==> config.mk <==
export PLATFORM = sky130hd
export DESIGN_NAME = ifu_fetch_ctrl_flat
export DESIGN_NICKNAME = d
export VERILOG_FILES = /design/src/rtl/ifu_fetch_ctrl_pkg.sv /design/src/rtl/ifu_fetch_ctrl_if.sv /design/src/rtl/ifu_fetch_ctrl_pc_next_calc.sv /design/src/rtl/ifu_fetch_ctrl.sv /design/src/flat_wrapper.sv
export SDC_FILE = /design/constraint.sdc
export NUM_CORES = 1
export LEC_CHECK = 0
export CAP_MARGIN = 5
export CORE_ASPECT_RATIO = 0.7
export CORE_MARGIN = 2
export CORE_UTILIZATION = 44
export DETAILED_ROUTE_END_ITERATION = 7
export GPL_TIMING_DRIVEN = 0
export PLACE_DENSITY_LB_ADDON = 0.15
export RECOVER_POWER = 25
export SLEW_MARGIN = 20
export SYNTH_ARGS = -nofsm -noshare
export SYNTH_HDL_FRONTEND = slang
export SYNTH_SLANG_ARGS = --single-unit
==> constraint.sdc <==
create_clock -name clk -period 4.6 [get_ports clk]
set_input_delay 1.38 -clock clk [delete_from_list [all_inputs] [get_ports clk]]
set_output_delay 1.38 -clock clk [all_outputs]
set_load 0.02 [all_outputs]
==> src/rtl/ifu_fetch_ctrl_pkg.sv <==
`default_nettype none
// ============================================================================
// Module   : ifu_fetch_ctrl_pkg
// Brief    : Shared types and constants for the instruction fetch controller
// Revision : 1.0 - initial release
// ============================================================================
package ifu_fetch_ctrl_pkg;

  // Fetch controller states: address phase, data phase, execute, fault
  typedef enum logic [1:0] {
    S_AR   = 2'd0,
    S_R    = 2'd1,
    S_EX   = 2'd2,
    S_HALT = 2'd3
  } state_t;

  localparam logic [1:0]  RESP_OKAY        = 2'b00;

  localparam logic [1:0]  CAUSE_NONE       = 2'b00;
  localparam logic [1:0]  CAUSE_BUS_ERR    = 2'b01;
  localparam logic [1:0]  CAUSE_MISALIGN   = 2'b10;

  localparam logic [31:0] RESET_PC_DEFAULT = 32'h8000_0000;

endpackage : ifu_fetch_ctrl_pkg
`default_nettype wire

==> src/rtl/ifu_fetch_ctrl_if.sv <==
`default_nettype none
// ============================================================================
// Module   : ifu_fetch_ctrl_if
// Brief    : AXI-lite-style read channel (AR/R) between fetch unit and memory
// Revision : 1.0 - initial release
// ============================================================================
interface ifu_fetch_ctrl_if #(
  parameter int XLEN = 32
) ();

  logic            arvalid;
  logic            arready;
  logic [XLEN-1:0] araddr;
  logic            rvalid;
  logic            rready;
  logic [31:0]     rdata;
  logic [1:0]      rresp;

  // Fetch unit side: issues addresses, accepts data
  modport master (
    output arvalid, araddr, rready,
    input  arready, rvalid, rdata, rresp
  );

  // Instruction memory side
  modport slave (
    input  arvalid, araddr, rready,
    output arready, rvalid, rdata, rresp
  );

endinterface : ifu_fetch_ctrl_if
`default_nettype wire

==> src/rtl/ifu_fetch_ctrl_pc_next_calc.sv <==
`default_nettype none
// ============================================================================
// Module   : ifu_fetch_ctrl_pc_next_calc
// Brief    : Combinational next-PC adder driven by the branch select pair
// Revision : 1.0 - initial release
// ============================================================================
module ifu_fetch_ctrl_pc_next_calc #(
  parameter int XLEN = 32
) (
  input  logic [XLEN-1:0] pc,
  input  logic [XLEN-1:0] imm,
  input  logic [XLEN-1:0] rs1,
  input  logic            pc_src_a,
  input  logic            pc_src_b,
  output logic [XLEN-1:0] next_pc,
  output logic            misaligned
);

  logic [XLEN-1:0] add_a;
  logic [XLEN-1:0] add_b;
  logic [XLEN-1:0] sum;

  assign add_a = pc_src_a ? imm : XLEN'(4);
  assign add_b = pc_src_b ? rs1 : pc;
  // Wrap-around past the top of the address space is intentionally silent
  assign sum   = add_a + add_b;

  // jalr drops bit 0 of the target; every other form uses the raw sum
  assign next_pc    = (pc_src_a && pc_src_b) ? {sum[XLEN-1:1], 1'b0} : sum;
  assign misaligned = |next_pc[1:0];

endmodule : ifu_fetch_ctrl_pc_next_calc
`default_nettype wire

==> src/rtl/ifu_fetch_ctrl.sv <==
`default_nettype none
// ============================================================================
// Module   : ifu_fetch_ctrl
// Brief    : Multi-cycle fetch unit: owns the PC, fetches over AR/R, holds
//            the instruction until commit, then advances to the next PC
// Revision : 1.0 - initial release
// ============================================================================
module ifu_fetch_ctrl
  import ifu_fetch_ctrl_pkg::*;
#(
  parameter int              XLEN     = 32,
  parameter logic [XLEN-1:0] RESET_PC = XLEN'(RESET_PC_DEFAULT)
) (
  input  logic                clk,
  input  logic                rst,
  input  logic                pc_src_a,
  input  logic                pc_src_b,
  input  logic [XLEN-1:0]     imm,
  input  logic [XLEN-1:0]     rs1,
  input  logic                exec_done,
  ifu_fetch_ctrl_if.master    bus,
  output logic                inst_valid,
  output logic [31:0]         inst,
  output logic [XLEN-1:0]     pc,
  output logic                halt,
  output logic [1:0]          halt_cause
);

  state_t          state;
  state_t          state_nxt;
  logic [XLEN-1:0] pc_nxt;
  logic [31:0]     inst_nxt;
  logic            inst_valid_nxt;
  logic            halt_nxt;
  logic [1:0]      halt_cause_nxt;
  logic            arvalid_st;
  logic            rready_st;
  logic [XLEN-1:0] calc_pc;
  logic            calc_misaligned;

  ifu_fetch_ctrl_pc_next_calc #(
    .XLEN (XLEN)
  ) u_pc_next_calc (
    .pc         (pc),
    .imm        (imm),
    .rs1        (rs1),
    .pc_src_a   (pc_src_a),
    .pc_src_b   (pc_src_b),
    .next_pc    (calc_pc),
    .misaligned (calc_misaligned)
  );

  // Handshake outputs are masked during reset so no transfer can start
  // in a cycle whose state is about to be discarded
  assign bus.arvalid = arvalid_st && !rst;
  assign bus.rready  = rready_st && !rst;
  assign bus.araddr  = pc;

  // Next-state and handshake decode for the fetch/execute sequence
  always_comb begin
    state_nxt      = state;
    pc_nxt         = pc;
    inst_nxt       = inst;
    inst_valid_nxt = inst_valid;
    halt_nxt       = halt;
    halt_cause_nxt = halt_cause;
    arvalid_st     = 1'b0;
    rready_st      = 1'b0;
    case (state)
      S_AR: begin
        arvalid_st = 1'b1;
        if (bus.arready) begin
          state_nxt = S_R;
        end
      end
      S_R: begin
        rready_st = 1'b1;
        if (bus.rvalid) begin
          if (bus.rresp == RESP_OKAY) begin
            inst_nxt       = bus.rdata;
            inst_valid_nxt = 1'b1;
            state_nxt      = S_EX;
          end else begin
            halt_nxt       = 1'b1;
            halt_cause_nxt = CAUSE_BUS_ERR;
            state_nxt      = S_HALT;
          end
        end
      end
      S_EX: begin
        if (exec_done) begin
          inst_valid_nxt = 1'b0;
          if (calc_misaligned) begin
            halt_nxt       = 1'b1;
            halt_cause_nxt = CAUSE_MISALIGN;
            state_nxt      = S_HALT;
          end else begin
            pc_nxt    = calc_pc;
            state_nxt = S_AR;
          end
        end
      end
      S_HALT: begin
        inst_valid_nxt = 1'b0;
      end
      default: begin
        state_nxt = S_AR;
      end
    endcase
  end

  // State and architectural registers, reset synchronously
  always_ff @(posedge clk) begin
    if (rst) begin
      state      <= S_AR;
      pc         <= RESET_PC;
      inst       <= 32'd0;
      inst_valid <= 1'b0;
      halt       <= 1'b0;
      halt_cause <= CAUSE_NONE;
    end else begin
      state      <= state_nxt;
      pc         <= pc_nxt;
      inst       <= inst_nxt;
      inst_valid <= inst_valid_nxt;
      halt       <= halt_nxt;
      halt_cause <= halt_cause_nxt;
    end
  end

endmodule : ifu_fetch_ctrl
`default_nettype wire

==> src/flat_wrapper.sv <==
// flat-port wrapper written by rule: the top's interface ports become plain ports
module ifu_fetch_ctrl_flat import ifu_fetch_ctrl_pkg::*;
#(
  parameter int              XLEN     = 32,
  parameter logic [XLEN-1:0] RESET_PC = XLEN'(RESET_PC_DEFAULT)
)
  (clk, rst, pc_src_a, pc_src_b, imm, rs1, exec_done, inst_valid, inst, pc, halt, halt_cause, bus_arvalid, bus_araddr, bus_rready, bus_arready, bus_rvalid, bus_rdata, bus_rresp);
  ifu_fetch_ctrl_if #(.XLEN(XLEN)) bus_i ();
  input  logic clk;
  input  logic rst;
  input  logic pc_src_a;
  input  logic pc_src_b;
  input  logic [XLEN-1:0] imm;
  input  logic [XLEN-1:0] rs1;
  input  logic exec_done;
  output logic inst_valid;
  output logic [31:0] inst;
  output logic [XLEN-1:0] pc;
  output logic halt;
  output logic [1:0] halt_cause;
  output wire logic [$bits(bus_i.arvalid)-1:0] bus_arvalid;
  output wire logic [$bits(bus_i.araddr)-1:0] bus_araddr;
  output wire logic [$bits(bus_i.rready)-1:0] bus_rready;
  input wire logic [$bits(bus_i.arready)-1:0] bus_arready;
  input wire logic [$bits(bus_i.rvalid)-1:0] bus_rvalid;
  input wire logic [$bits(bus_i.rdata)-1:0] bus_rdata;
  input wire logic [$bits(bus_i.rresp)-1:0] bus_rresp;
  assign bus_arvalid = bus_i.arvalid;
  assign bus_araddr = bus_i.araddr;
  assign bus_rready = bus_i.rready;
  assign bus_i.arready = bus_arready;
  assign bus_i.rvalid = bus_rvalid;
  assign bus_i.rdata = bus_rdata;
  assign bus_i.rresp = bus_rresp;
  ifu_fetch_ctrl #(.XLEN(XLEN), .RESET_PC(RESET_PC)) u_core (.clk(clk), .rst(rst), .pc_src_a(pc_src_a), .pc_src_b(pc_src_b), .imm(imm), .rs1(rs1), .exec_done(exec_done), .bus(bus_i), .inst_valid(inst_valid), .inst(inst), .pc(pc), .halt(halt), .halt_cause(halt_cause));
endmodule
# ---- Yosys cells after proc, flatten, opt, wreduce, memory -nomap -nowiden
# Cells that the tools add are included.
# W data, S select, Z words.
dict set report classes {
  n_addsub 1
  eq_ne 9
  mux 25
  n_bitwise 1
  n_reduce_logical 15
}
# op count
set ops {}
lappend ops {{$mux W32} 2}
lappend ops {{$add A32 B32 Y32} 1}
lappend ops {{$mux W2} 8}
lappend ops {{$mux W1} 11}
lappend ops {{$ne A2 B2 Y1 const B} 4}
lappend ops {{$reduce_and A4 Y1} 2}
lappend ops {{$pmux W2 S3} 1}
lappend ops {{$reduce_and A3 Y1} 2}
lappend ops {{$reduce_bool A3 Y1} 2}
lappend ops {{$reduce_and A5 Y1} 1}
lappend ops {{$eq A2 B2 Y1 const B} 2}
lappend ops {{$logic_not A2 Y1} 2}
lappend ops {{$ne A2 B1 Y1 const B} 2}
lappend ops {{$pmux W2 S2} 1}
lappend ops {{$logic_and A1 B1 Y1} 3}
lappend ops {{$pmux W1 S3} 1}
lappend ops {{$eq A2 B1 Y1 const B} 1}
lappend ops {{$pmux W1 S2} 1}
lappend ops {{$reduce_bool A2 Y1} 1}
lappend ops {{$reduce_or A2 Y1} 1}
lappend ops {{$logic_not A1 Y1} 1}
lappend ops {{$not A1 Y1} 1}
dict set report totals {
  reg_bits 70
  input_bits 105
  output_inout_bits 102
  word_cells 57
}

# ---- Logic depth before layout (Yosys ltp)
dict set report depth {
  depth_word 7
  ltp_mapped 13
  mapped_depth_nobuf 11
}

# ---- Modules after synthesis
# From an unflattened synthesis, not the netlist that was laid out.
dict set report hier_totals {
  cells_unflattened 658
  hier_area_um2 5271.3
}
# mod instances cells_per_inst area_each_um2 seq_area_each_um2
set modules_own_cells {}
lappend modules_own_cells {ifu_fetch_ctrl 1 357 3000.4 1401.3}
lappend modules_own_cells {ifu_fetch_ctrl_pc_next_calc 1 301 2270.9 0.0}

# ---- Worst setup path before layout
# OpenSTA, ideal clock, no wires.
dict set report synth_path {
  path_kind {in2reg}
  start {input port pc_src_b}
  end {register u_core.pc[27], in the netlist u_core.bus.araddr[27]}
  setup_ns 0.120
  arrival_ns 3.985
  required_time_ns 4.480
  slack_ns 0.495
  cell_stages 11
  path_buffers 2
  cell_sequence {buf_2 -> clkbuf_1 -> mux2_2 -> ha_1 -> a21o_1 -> a21oi_4 -> a21oi_4 -> a311o_4 -> a21boi_4 -> o211ai_2 -> a211o_1}
}
dict set report synth_via {
  elab_chain_len 6
  word_cells_on_any_way 7
  cone_classes {1 x add/sub; 2 x mux; 1 x bitwise; 3 x reduce/logical}
}
# element line
set synth_rtl {}
lappend synth_rtl {{start: declaration} flat_wrapper.sv:12} ;# input logic pc_src_b;
lappend synth_rtl {{$mux W32} ifu_fetch_ctrl_pc_next_calc.sv:24} ;# assign add_b = pc_src_b ? rs1 : pc;
lappend synth_rtl {{$add A32 B32 Y32} ifu_fetch_ctrl_pc_next_calc.sv:26} ;# assign sum = add_a + add_b;
lappend synth_rtl {{$mux W1} ifu_fetch_ctrl_pc_next_calc.sv:29} ;# assign next_pc = (pc_src_a && pc_src_b) ? {sum[XLEN-1:1], 1'b0} : sum;
lappend synth_rtl {{$reduce_or A2 Y1} ifu_fetch_ctrl_pc_next_calc.sv:30} ;# assign misaligned = |next_pc[1:0];
lappend synth_rtl {{$not A1 Y1 (no source line)} n/a}
lappend synth_rtl {{$reduce_and A3 Y1 (no source line)} n/a}
lappend synth_rtl {{end signal: assignment} ifu_fetch_ctrl.sv:123} ;# pc <= pc_nxt;
lappend synth_rtl {{end: declaration} ifu_fetch_ctrl.sv:24} ;# output logic [XLEN-1:0] pc,
# Parallel ways exist; a longest one is shown, timed or not.
# A chain may end at the register's enable or synchronous reset.

# ---- Worst setup path after layout
dict set report layout_path {
  start {input port pc_src_b}
  end {register u_core.pc[26], in the netlist u_core.bus.araddr[26]}
}
# The elaborated chain is that of the path after synthesis.

==> results.cfg <==
[timing]
skew_ns = 0.00964
setup_violations = 0
max_freq_ghz = 0.226
period_share_pct = 96.3
finalSetupTns_ns = 0
slew-limit-headroom_pct = 50.8
post-route-min-period_ns = 4.43
final_hold_viol_count = 0
rsz0062_at_grt = yes
tightest_slew_ns = 0.739
drv_slew = 0

[drt]
totalWireLength_um = 17000
drt-vias-per-instance = 5.26
drc = 0
dr.pass1.iters = 5
drtIter0Drc = 314
drt-wirelength-per-cell_um = 16.4
via_count = 5436
postRouteAntennaNets = 0

[power_and_ir_drop]
seqPwrFrac_pct = 34.2
leakagePower_uw = 0.00324
power_uw = 1900
ir_drop_mv = 0.216
p_sw_share_pct = 31.1
pwr-share-comb_pct = 28.2
p_clk_share_pct = 37.6
p_int_uw = 1310
power.switching_uw = 589
power_density_mw_per_mm2 = 246

[final_layout]
area_growth_pct = 49.3
final_nets = 1014
drive_above_1_share_pct = 12.8
antennaDiodeCount = 0
fillers = 985

[clock_tree]
clkSinkCount = 70
tritoncts = yes
post-cts-setup-buffers = 0
cts_made_buffers = 9
insertion_delay_ns = 0.35
cts.clk_slew.worst_paths_ns = 0.06
htree_levels = 3
clockBufferDepth = 2
root_buffer = clkbuf_16

[run]
drv_cap = 0

[worst_setup_path]
crit_arrival_ns = 4.67
required_ns = 4.84
critical_path_class = input port to register
r2r-start = u_core.bus.araddr[0]
end_kind = register
rr_endpoint = u_core.bus.araddr[28]
rrSetupSlack_ns = 1.68
crit_start = pc_src_b
cp-start-kind = input port
crit_fanout = 10
crit_path_end = u_core.bus.araddr[26]
r2r_cells = 11

[place]
gp_congestion = 0.939
io_buffers = 204
dp_hpwl_um = 13200

[synthesis]
yosysTopAreaCellShare_pct = 27.1
ys_seq_area_share_pct = 27.1
synth_area_mm2 = 0.00517
yosys.area.top_type = dfxtp_1
synth_nets = 799
ys_ff_latch = 70
synthTopCellsByArea = dfxtp_1, ha_1, nand2_1, a21oi_1, mux2_2
yosys_most_used_dff = dfxtp_1
avgSynthCellArea_um2 = 7.88
yosysMostFrequentCell = nand2_1
synthTopCellsByCount = nand2_1, a21oi_1, dfxtp_1
synth_cell_type_count = 71
synth-async-reset-ratio_pct = 0
synth_warnings = 0
synth-edff-count = 0
synth_cells = 656

[floorplan]
die_area_mm2 = 0.0126
rows = 33
boundaryPins = 207
die_w_um = 134
fp.dieH_um = 94.7
initial_utilization_pct = 44.7
core_mm2 = 0.0116

[global_routing]
grt_pass1_vias = 5269
antenna_found_initial = 0
grt-ovfl-total = 0
grt_max_degree = 14
gr-usage-all-layers_pct = 26.1
grt_pass1_wl_um = 26300

[status]
status = finished clean

[worst_hold_path]
hp-class = register to register
[metrics by stage]
stage | worst slack [ns] | cell area, um^2 | hold slack (ns) | util, % | cells
floorplan | 0.495 | 5170 | 0.531 | - | 656
global placement | -0.296 | 7410 | 0.441 | 64.1 | 1017
detailed placement | -0.359 | 7410 | 0.446 | 64.1 | 1017
CTS | 0.0604 | 7710 | 0.454 | 66.7 | 1033
global route | -0.0277 | 7720 | 0.470 | 66.8 | 1033
finish | 0.172 | 7720 | 0.448 | 66.8 | 1033
[worst min path at each step]
stage | from | endpoint | slack, ns | cells after the start
floorplan | u_core.halt_cause[1] | u_core.halt_cause[1] | 0.53 | 2
detailed placement | u_core.inst[5] | u_core.inst[5] | 0.45 | 2
global route | u_core.inst[0] | u_core.inst[0] | 0.47 | 2
finish | u_core.inst[5] | u_core.inst[5] | 0.45 | 2
global placement | u_core.inst[22] | u_core.inst[22] | 0.44 | 2
CTS | u_core.inst[5] | u_core.inst[5] | 0.45 | 2
[logic make-up (layout without fill, tap and decap cells)]
group / after synthesis / in the layout / synth area share, %
xor gates and xnor gates: 22 / 22 / 3.73
adders and majority gates: 38 / 38 / 9.35
muxes: 34 / 34 / 7.34
buffers and inverters: 78 / 298 / 8.14
AOI/OAI and AO/OA: 181 / 181 / 23.5
and+or+nand+nor: 233 / 233 / 20.8
DFF: 70 / 70 / 27.1
[critical path, stage by stage]
cell	delay [ns]
buf_2	0.16
clkbuf_1	0.59
mux2_2	0.41
ha_1	0.38
a21oi_1	0.22
o21ai_0	0.19
or2_2	0.36
a311oi_2	0.44
o31ai_1	0.15
xor2_1	0.17
a22o_1	0.21
[cell type report]
class                           count  area, um^2  share of cell area (%)
Sequential cell                    70        1400                    18.2
Inverter                           13        48.8                   0.632
Clock inverter                      7        73.8                   0.957
Timing Repair Buffer              204        2040                    26.5
Tap cell                          157         196                    2.55
Buffer                             65         377                    4.88
Multi-Input combinational cell    508        3350                    43.5
Clock buffer                        9         225                    2.92
[power by group through the flow]
stage	logic [uW]	clock network (uW)	registers (uW)
final	535	714	648
after global placement	522	0	659
after detailed placement	532	0	662
after CTS	537	719	648
after floorplan	289	0	685
after global routing	581	739	650
[per-layer routing]
layer | track usage [%] | vias up | part of all wire, %
met2 | 41.8 | 188 | 44
met4 | 7.98 | 0 | 1.5
met3 | 5.42 | 23 | 6.4
met5 | 0 | - | 0
met1 | 35.5 | 2533 | 48
li1 | - | 2692 | -
[timing repair]
item / 4_1_cts / 5_1_grt
hold buffers: 0 / 0
gates resized for setup: 1 / 7
endpoints found under the setup margin: 1 / 14
[registers in the layout (all words and copies together) (netlist names)]
register	flops
u_core.state	2
u_core.inst_valid	1
u_core.halt_cause	2
u_core.inst	32
u_core.bus.araddr	32
u_core.halt	1
[placed cells by master, fill, tap and decap left out, types with 3 or more instances in the layout]
| cell | n |
|---|---|
| inv_1 | 13 |
| and3_1 | 4 |
| clkbuf_2 | 5 |
| mux2_2 | 30 |
| buf_4 | 32 |
| clkbuf_16 | 9 |
| nand3_1 | 6 |
| o21a_1 | 6 |
| xnor2_1 | 9 |
| o221ai_1 | 4 |
| a21oi_1 | 83 |
| mux2i_1 | 3 |
| nand2_1 | 122 |
| nand4_1 | 8 |
| nor2_1 | 33 |
| clkdlybuf4s50_1 | 165 |
| ha_1 | 37 |
| nor3_1 | 6 |
| a21o_1 | 14 |
| a31o_2 | 3 |
| o21ai_1 | 7 |
| dfxtp_1 | 70 |
| dlygate4sd3_1 | 39 |
| clkbuf_1 | 21 |
| a21oi_4 | 3 |
| o21ai_0 | 22 |
| buf_2 | 5 |
| a211oi_1 | 5 |
| nor4_1 | 3 |
| o211ai_1 | 3 |
| and2_1 | 34 |
| xor2_1 | 13 |
No activity file was read; power rests on OpenSTA's default activity.
